--- src/rtl/vga_modes_pkg.sv ---
// Per-mode VGA timing constants, mode index encoding and sync polarity flags.
package vga_modes_pkg;

  typedef enum logic [1:0] {
    MODE_640X480  = 2'd0,
    MODE_800X600  = 2'd1,
    MODE_1024X768 = 2'd2,
    MODE_RSVD     = 2'd3
  } mode_e;

  // Native width of the table constants; counters may be wider.
  localparam int unsigned TIM_W = 11;

  typedef struct packed {
    logic [TIM_W-1:0] htot;
    logic [TIM_W-1:0] hvis;
    logic [TIM_W-1:0] hss;
    logic [TIM_W-1:0] hse;
    logic [TIM_W-1:0] vtot;
    logic [TIM_W-1:0] vvis;
    logic [TIM_W-1:0] vss;
    logic [TIM_W-1:0] vse;
    logic             pos_pol;
  } timing_t;

  localparam timing_t TIM_640 = '{htot: 11'd800, hvis: 11'd640, hss: 11'd656, hse: 11'd752,
                                  vtot: 11'd525, vvis: 11'd480, vss: 11'd490, vse: 11'd492,
                                  pos_pol: 1'b0};
  localparam timing_t TIM_800 = '{htot: 11'd1056, hvis: 11'd800, hss: 11'd840, hse: 11'd968,
                                  vtot: 11'd628, vvis: 11'd600, vss: 11'd601, vse: 11'd605,
                                  pos_pol: 1'b1};
  localparam timing_t TIM_1024 = '{htot: 11'd1344, hvis: 11'd1024, hss: 11'd1048, hse: 11'd1184,
                                   vtot: 11'd806, vvis: 11'd768, vss: 11'd771, vse: 11'd777,
                                   pos_pol: 1'b0};

  // The reserved index never reaches the timing path; it maps to 1024x768.
  function automatic timing_t mode_timing(input mode_e m);
    timing_t t;
    case (m)
      MODE_640X480: t = TIM_640;
      MODE_800X600: t = TIM_800;
      default:      t = TIM_1024;
    endcase
    return t;
  endfunction

  function automatic logic mode_pos_pol(input mode_e m);
    timing_t t;
    t = mode_timing(m);
    return t.pos_pol;
  endfunction

endpackage

--- src/rtl/vga_mode_table.sv ---
// Combinational lookup: mode index -> timing fields widened to the counter width.
module vga_mode_table
  import vga_modes_pkg::*;
#(
  parameter int unsigned CNT_W = 11
) (
  input  mode_e            mode,
  output logic [CNT_W-1:0] htot,
  output logic [CNT_W-1:0] hvis,
  output logic [CNT_W-1:0] hss,
  output logic [CNT_W-1:0] hse,
  output logic [CNT_W-1:0] vtot,
  output logic [CNT_W-1:0] vvis,
  output logic [CNT_W-1:0] vss,
  output logic [CNT_W-1:0] vse,
  output logic             pos_pol
);

  timing_t t;

  // Fetch the mode entry and zero-extend each field.
  always_comb begin
    t       = mode_timing(mode);
    htot    = CNT_W'(t.htot);
    hvis    = CNT_W'(t.hvis);
    hss     = CNT_W'(t.hss);
    hse     = CNT_W'(t.hse);
    vtot    = CNT_W'(t.vtot);
    vvis    = CNT_W'(t.vvis);
    vss     = CNT_W'(t.vss);
    vse     = CNT_W'(t.vse);
    pos_pol = t.pos_pol;
  end

endmodule

--- src/rtl/vga_timing_multi.sv ---
// Multi-mode VGA timing generator; mode changes take effect only at frame boundaries.
module vga_timing_multi
  import vga_modes_pkg::*;
#(
  parameter int unsigned CNT_W        = 11,
  parameter int unsigned DEFAULT_MODE = 2
) (
  input  logic             pclk,
  input  logic             rst_n,
  input  logic [1:0]       mode_sel,
  input  logic             mode_req,
  output logic [CNT_W-1:0] hcount,
  output logic [CNT_W-1:0] vcount,
  output logic             hsync,
  output logic             vsync,
  output logic             hblnk,
  output logic             vblnk,
  output logic             frame_start,
  output logic [1:0]       mode_active,
  output logic             mode_ack,
  output logic             mode_err
);

  if (CNT_W < 11) begin : g_cnt_w_check
    $error("vga_timing_multi: CNT_W must be at least 11");
  end
  if (DEFAULT_MODE > 2) begin : g_def_mode_check
    $error("vga_timing_multi: DEFAULT_MODE must be 0..2");
  end

  localparam mode_e DEF_MODE = mode_e'(DEFAULT_MODE[1:0]);
  localparam logic  DEF_POS  = mode_pos_pol(DEF_MODE);

  mode_e            mode_q, pend_mode, mode_nxt;
  logic             pend_valid, run;
  logic [CNT_W-1:0] htot, hvis, hss, hse, vtot, vvis, vss, vse;
  logic             pos_pol;
  logic [CNT_W-1:0] h_nxt, v_nxt;
  logic             at_hend, at_vend, apply, req_ok;
  logic             hs_on, vs_on, pol_nxt;

  assign mode_active = mode_q;

  vga_mode_table #(.CNT_W(CNT_W)) u_table (
    .mode    (mode_q),
    .htot    (htot),
    .hvis    (hvis),
    .hss     (hss),
    .hse     (hse),
    .vtot    (vtot),
    .vvis    (vvis),
    .vss     (vss),
    .vse     (vse),
    .pos_pol (pos_pol)
  );

  // Next position, boundary detection and next-cycle sync levels.
  always_comb begin
    at_hend  = (hcount == htot - CNT_W'(1));
    at_vend  = (vcount == vtot - CNT_W'(1));
    apply    = run && at_hend && at_vend && pend_valid;
    req_ok   = mode_req && (mode_sel != 2'd3);
    mode_nxt = apply ? pend_mode : mode_q;
    h_nxt    = hcount + CNT_W'(1);
    v_nxt    = vcount;
    if (!run) begin
      // First edge after reset presents 0,0 so frame_start marks it.
      h_nxt = '0;
      v_nxt = '0;
    end else if (at_hend) begin
      h_nxt = '0;
      v_nxt = at_vend ? '0 : vcount + CNT_W'(1);
    end
    // Windows come from the current table; on a mode switch the next position
    // is 0,0 which precedes every sync window, so only the polarity must follow
    // the incoming mode.
    hs_on   = (h_nxt >= hss) && (h_nxt < hse);
    vs_on   = (v_nxt >= vss) && (v_nxt < vse);
    pol_nxt = apply ? mode_pos_pol(pend_mode) : pos_pol;
  end

  // Registered counters, outputs and pending-mode bookkeeping.
  always_ff @(posedge pclk or negedge rst_n) begin
    if (!rst_n) begin
      run         <= 1'b0;
      hcount      <= '0;
      vcount      <= '0;
      hblnk       <= 1'b0;
      vblnk       <= 1'b0;
      hsync       <= ~DEF_POS;
      vsync       <= ~DEF_POS;
      frame_start <= 1'b0;
      mode_ack    <= 1'b0;
      mode_err    <= 1'b0;
      mode_q      <= DEF_MODE;
      pend_mode   <= DEF_MODE;
      pend_valid  <= 1'b0;
    end else begin
      run         <= 1'b1;
      hcount      <= h_nxt;
      vcount      <= v_nxt;
      hblnk       <= (h_nxt >= hvis);
      vblnk       <= (v_nxt >= vvis);
      hsync       <= pol_nxt ? hs_on : ~hs_on;
      vsync       <= pol_nxt ? vs_on : ~vs_on;
      frame_start <= (h_nxt == '0) && (v_nxt == '0);
      mode_ack    <= apply;
      mode_err    <= mode_req && (mode_sel == 2'd3);
      mode_q      <= mode_nxt;
      if (apply) begin
        pend_valid <= 1'b0;
      end
      // A request sampled on the boundary edge itself waits for the next frame.
      if (req_ok) begin
        pend_valid <= 1'b1;
        pend_mode  <= mode_e'(mode_sel);
      end
    end
  end

endmodule
--- config.mk ---
export PLATFORM = sky130hd
export DESIGN_NAME = vga_timing_multi
export DESIGN_NICKNAME = d
export VERILOG_FILES = /design/src/rtl/vga_modes_pkg.sv /design/src/rtl/vga_mode_table.sv /design/src/rtl/vga_timing_multi.sv
export SDC_FILE = /design/constraint.sdc
export NUM_CORES = 1
export LEC_CHECK = 0
export BUFFER_PORTS_ARGS = -buffer_cell sky130_fd_sc_hd__buf_2
export CORE_MARGIN = 2
export CORE_UTILIZATION = 35
export DETAILED_ROUTE_END_ITERATION = 16
export PLACE_DENSITY = 0.6
export SKIP_LAST_GASP = 1
export SLEW_MARGIN = 20
export SYNTH_ARGS = -nofsm -noshare
export SYNTH_HDL_FRONTEND = slang
export SYNTH_SLANG_ARGS = --single-unit
export TNS_END_PERCENT = 30
--- constraint.sdc ---
create_clock -name pclk -period 4.1 [get_ports pclk]
set_input_delay 0.205 -clock pclk [delete_from_list [all_inputs] [get_ports pclk]]
set_output_delay 0.205 -clock pclk [all_outputs]
set_load 0.01 [all_outputs]
# ---- Yosys cells after proc, flatten, opt, wreduce, memory -nomap -nowiden
# Cells that the tools add are included.
dict set report op_classes {
  addsub 4
  eq_ne 6
  n_mux 12
  magnitude_cmp 6
  bitwise_logic 2
  n_reduce_logical 13
}
# operator count
set ops {}
lappend ops {{case mux 89 bit (2 select lines)} 1}
lappend ops {{two-way mux 11 bit} 5}
lappend ops {{greater-or-equal comparator 11 bit} 4}
lappend ops {{adder 11 x 1 -> 11 bit (second input constant)} 2}
lappend ops {{equality test 11 bit} 2}
lappend ops {{zero test 11 bit} 2}
lappend ops {{less-than comparator 11 bit} 2}
lappend ops {{subtractor 11 x 1 -> 11 bit (second input constant)} 2}
lappend ops {{logical AND 1 bit} 8}
lappend ops {{two-way mux 1 bit} 5}
lappend ops {{equality test 2 x 1 -> 1 bit (second input constant)} 2}
lappend ops {{zero test 2 bit} 2}
lappend ops {{equality test 2 bit (second input constant)} 1}
lappend ops {{inequality test 2 bit (second input constant)} 1}
lappend ops {{NOT 1 bit} 2}
lappend ops {{case mux 1 bit (2 select lines)} 1}
lappend ops {{nonzero test 2 bit} 1}
dict set report word_totals {
  input_bits 5
  word_cells 56
  register_bits 35
}

# ---- Depth between registers and ports, before layout
dict set report logic_depth {
  ltp_word 11
  depth_mapped 15
  depth_no_buf 13
}

# ---- Modules after synthesis
# Synthesis repeated with hierarchy kept, for this count alone.
dict set report unflattened {
  hier_cells 596
  area_unflattened_um2 4763.3
}
# module cells_each seq_area_each_um2 area_per_inst_um2 n_inst
set by_module_without_submodules {}
lappend by_module_without_submodules {vga_timing_multi 505 880.8 4102.7 1}
lappend by_module_without_submodules {vga_mode_table 91 0.0 660.6 1}

# ---- Worst setup path before layout
# Ideal clock, no wire load.
dict set report synth_path {
  path_type {register to register}
  from {reg mode_q[1] (netlist: mode_active[1])}
  to {reg vsync}
  path_slack_ps 595
  t_required_ps 4025
  synth_period_minus_slack_ps 3505
  setup_time_ps 75
  path_stages_with_launch 14
  arrival_time_ps 3430
  path_cell_list {dfstp_2 -> buf_2 -> or2_2 -> a21oi_1 -> or3_1 -> buf_6 -> or4_1 -> a21oi_1 -> ha_1 -> a21o_1 -> a21oi_1 -> nand3_1 -> a2111oi_2 -> xnor2_1}
}
dict set report synth_via {
  elab_chain_len 11
  elab_cells_between_ends 19
  classes_between {2 x add/sub; 2 x order compare; 3 x eq/ne; 6 x mux; 1 x bitwise; 5 x reduce/logical}
}
# element line_no
set synth_rtl {}
lappend synth_rtl {{start, declared} vga_timing_multi.sv:34} ;# mode_e mode_q, pend_mode, mode_nxt;
lappend synth_rtl {{start signal, assigned} vga_timing_multi.sv:109} ;# mode_q <= mode_nxt;
lappend synth_rtl {{equality test 2 x 1 -> 1 bit / zero test 2 bit (equally long branches)} vga_modes_pkg.sv:39} ;# case (m)
lappend synth_rtl {{case mux 89 bit (2 select lines) *} vga_modes_pkg.sv:39}
lappend synth_rtl {{subtractor 11 x 1 -> 11 bit} vga_timing_multi.sv:60} ;# at_vend = (vcount == vtot - CNT_W'(1));
lappend synth_rtl {{equality test 11 bit} vga_timing_multi.sv:60}
lappend synth_rtl {{two-way mux 11 bit} vga_timing_multi.sv:72} ;# v_nxt = at_vend ? '0 : vcount + CNT_W'(1);
lappend synth_rtl {{two-way mux 11 bit *} vga_timing_multi.sv:70} ;# end else if (at_hend) begin
lappend synth_rtl {{two-way mux 11 bit *} vga_timing_multi.sv:66} ;# if (!run) begin
lappend synth_rtl {{via v_nxt[5]} vga_timing_multi.sv:38} ;# logic [CNT_W-1:0] h_nxt, v_nxt;
lappend synth_rtl {{greater-or-equal comparator 11 bit / less-than comparator 11 bit (equally long branches)} vga_timing_multi.sv:78} ;# vs_on = (v_nxt >= vss) && (v_nxt < vse);
lappend synth_rtl {{logical AND 1 bit *} vga_timing_multi.sv:78}
lappend synth_rtl {{NOT 1 bit} vga_timing_multi.sv:105} ;# vsync <= pol_nxt ? vs_on : ~vs_on;
lappend synth_rtl {{two-way mux 1 bit *} vga_timing_multi.sv:105}
lappend synth_rtl {{end signal, assigned} vga_timing_multi.sv:91} ;# vsync <= ~DEF_POS;
lappend synth_rtl {{end signal, assigned} vga_timing_multi.sv:105}
lappend synth_rtl {{end, declared} vga_timing_multi.sv:15} ;# output logic vsync,
# Mark *: on every way through the listed nets, which the timed path passes. The rest lies on a longest branch.
# A chain may end at the register's enable or synchronous reset.

# ---- Final worst setup path
# Ends and elaborated chain as after synthesis.

==> run_results.csv <==
group,metric,value,unit
flow_run,maxCapViolCount,0,
setup_path,crit_path_cell_trace,"or2_2, a21oi_1, or3_1, or4_1, a21oi_1, ha_1, a21o_1, a21oi_1, nand3_1, a2111oi_2, xnor2_1",
routing,dr.pass1.iters,4,
logic_synthesis,synth_area,2450,um2
routing,dr_total_vias,2103,
logic_synthesis,syn_area_per_cell,9.37,um2
grt,antenna_found_initial,0,
layout,fin_area,2820,um2
layout,drive_above_1_share,0.225,
setup_path,crit_required,4.32,ns
placement,dp_hpwl,4640,um
sta,tns,0,ns
logic_synthesis,yosys_register_bits,35,
routing,drc,0,
logic_synthesis,synth_fp_nets,290,
cts,clockBufferDepth,2,
sta,finClkSkew,0.0139,ns
setup_path,cp-start-kind,"flip-flop",
logic_synthesis,async_reset_ff_frac,1.00,
placement,place_congestion,0.914,
cts,clock_latency,0.30,ns
sta,maxSlewViolCount,0,
outcome,violations,"hold timing",
setup_path,worst-path-buf-inv,0,
sta,max_freq,270,MHz
setup_path,crit_fanout,15,
min_path,hp-class,"primary input to async pin",
pwr,powerDensity,230,nW/um2
grt,grt_pass1_vias,2074,
sta,post-route-min-period,3.70,ns
outcome,status,"complete, but fails checks",
grt,gr-total-overflow,0,
logic_synthesis,synthCells,261,
setup_path,crit_top_cell,"a21oi_1",
setup_path,critPathCaptureType,"flip-flop",
placement,numPortBuffers,35,
sta,relSlewSlack,0.464,
cts,cts_hold_buf,0,
floorplan,rows,30,
setup_path,worst_path_largest_cell_delay,0.71,ns
floorplan,die_area,7670,um2
cts,cts.htree.levels,2,
routing,antenna_left,0,
floorplan,core,6790,um2
setup_path,slowest_stage,"dfstp_2",
cts,cts_setup_buffers,0,
grt,grt_max_degree,36,
layout,final_common_cell,"buf_2",
sta,finalCritPeriodShare,0.903,
routing,wl_per_cell,15.3,um
grt,grt_pass1_wl,10400,um
sta,finalHoldViolCount,12,
pwr,p_total,648,uW
sta,setup_viol,0,
sta,rsz0062_at_grt,"no",
setup_path,reg2regPathDepth,11,
placement,preCtsSetupSlack,0.432,ns
routing,routed_wl,6080,um
logic_synthesis,yosysWarnings,0,
cts,cts_buffers,5,
logic_synthesis,synth-edff-count,0,
routing,viasPerCell,5.28,
setup_path,critPathKind,"flip-flop to flip-flop",
cts,root_buffer,"clkbuf_8",
layout,area_growth,15.1,%
floorplan,die_w,87.6,um
layout,final_nets,330,
cts,clock_sinks,35,
sta,fin_ws,0.398,ns
setup_path,critPathTopFamily,"simple AND/OR/NAND/NOR gates",
floorplan,die_y,87.6,um
setup_path,worstPathArrival,3.92,ns
logic_synthesis,ys_dominant_reg_cell,"dfrtp_1",
layout,antenna_cells,0,
cts,cts.repair.resized,0,
floorplan,io_pins,36,
logic_synthesis,ys_types,58,
grt,grt_usage,0.176,
cts,cts_tree,"built",
layout,final_cell_mix,"buf_2, dfrtp_1, nor2_1",
pwr,total_leakage_power,1.38,nW
floorplan,initial_core_util,0.360,
sta,worstMarginPinSlew,0.804,ns
setup_path,crit_cells,11,
routing,drtIter0Drc,148,
cts,path_clk_slew,0.08,ns
logic_synthesis,ys_seq_area_frac,0.360,
pwr,ir_worst_vdd,0.105,mV
setup_path,rrSetupSlack,0.40,ns
placement,placed_area,2730,um2
sta,whs,-0.0168,ns
[per-stage QoR]
step / util / cells
2_1_floorplan: - / 261
3_3_place_gp: 0.402 / 390
3_5_place_dp: 0.402 / 390
4_1_cts: 0.414 / 398
5_1_grt: 0.414 / 398
6_report: 0.414 / 398
[metal layers]
metal,wire length [um],GRT usage,up-vias
met3,427,0.0415,10
met2,2630,0.259,65
met5,0,0,-
met1,2920,0.252,989
met4,98,0.0615,0
li1,-,-,1039
[worst paths after layout]
kind | from | end
worst max-delay path | mode_active[1]$_DFFE_PN1P_ | vsync$_DFF_PN1_
worst min-delay path | rst_n | vcount[2]$_DFF_PN0_
worst max register to register | mode_active[1]$_DFFE_PN1P_ | vsync$_DFF_PN1_
worst min register to register | pend_valid$_DFFE_PN0P_ | pend_valid$_DFFE_PN0P_
max in group asynchronous | rst_n | frame_start$_DFF_PN0_
min in group pclk | mode_req | pend_valid$_DFFE_PN0P_
[area by class of cell]
type,count,area [um2]
inverters,15,56.3
clock inverters,1,5.00
multi-input cells,204,1460
fillers,675,3980
flip-flops and latches,35,881
clock buffers,7,76.3
well taps,96,120
repair buffers,40,213
[cells by family after synthesis]
group                      share of synthesized area
adders and majority gates                      0.123
AOI/OAI and AO/OA                              0.145
and+or+nand+nor                                0.236
buffers and inverters                         0.0414
DFF                                            0.360
muxes                                         0.0220
other                                        0.00153
xor gates and xnor gates                      0.0716
[power by group]
part           total [mW]  switching (mW)  internal [mW]
registers           0.359         0.00629          0.353
clock network       0.253           0.133          0.119
logic              0.0369          0.0240         0.0128
[synth_stat cells, drive strengths merged (5+ instances only)]
library cell / number / area (um2)
a21o: 5 / 37.5
a21oi: 13 / 68.8
and3: 7 / 46.3
buf: 5 / 37.5
dfrtp: 31 / 776
ha: 24 / 300
inv: 15 / 56.3
nand2: 15 / 56.3
nand3: 16 / 85.1
nor2: 26 / 97.6
nor3: 7 / 35.0
o21ai: 8 / 43.8
o31ai: 5 / 37.5
xnor2: 12 / 105
xor2: 8 / 70.1
[flip-flops by register name, indices dropped and copies added (netlist names)]
| name | count |
|---|---|
| run | 1 |
| hcount | 11 |
| vblnk | 1 |
| mode_active | 2 |
| frame_start | 1 |
| pend_valid | 1 |
| vsync | 1 |
| pend_mode | 2 |
| vcount | 11 |
| hsync | 1 |
| hblnk | 1 |
| mode_err | 1 |
| mode_ack | 1 |
No activity file was read; power rests on OpenSTA's default activity.
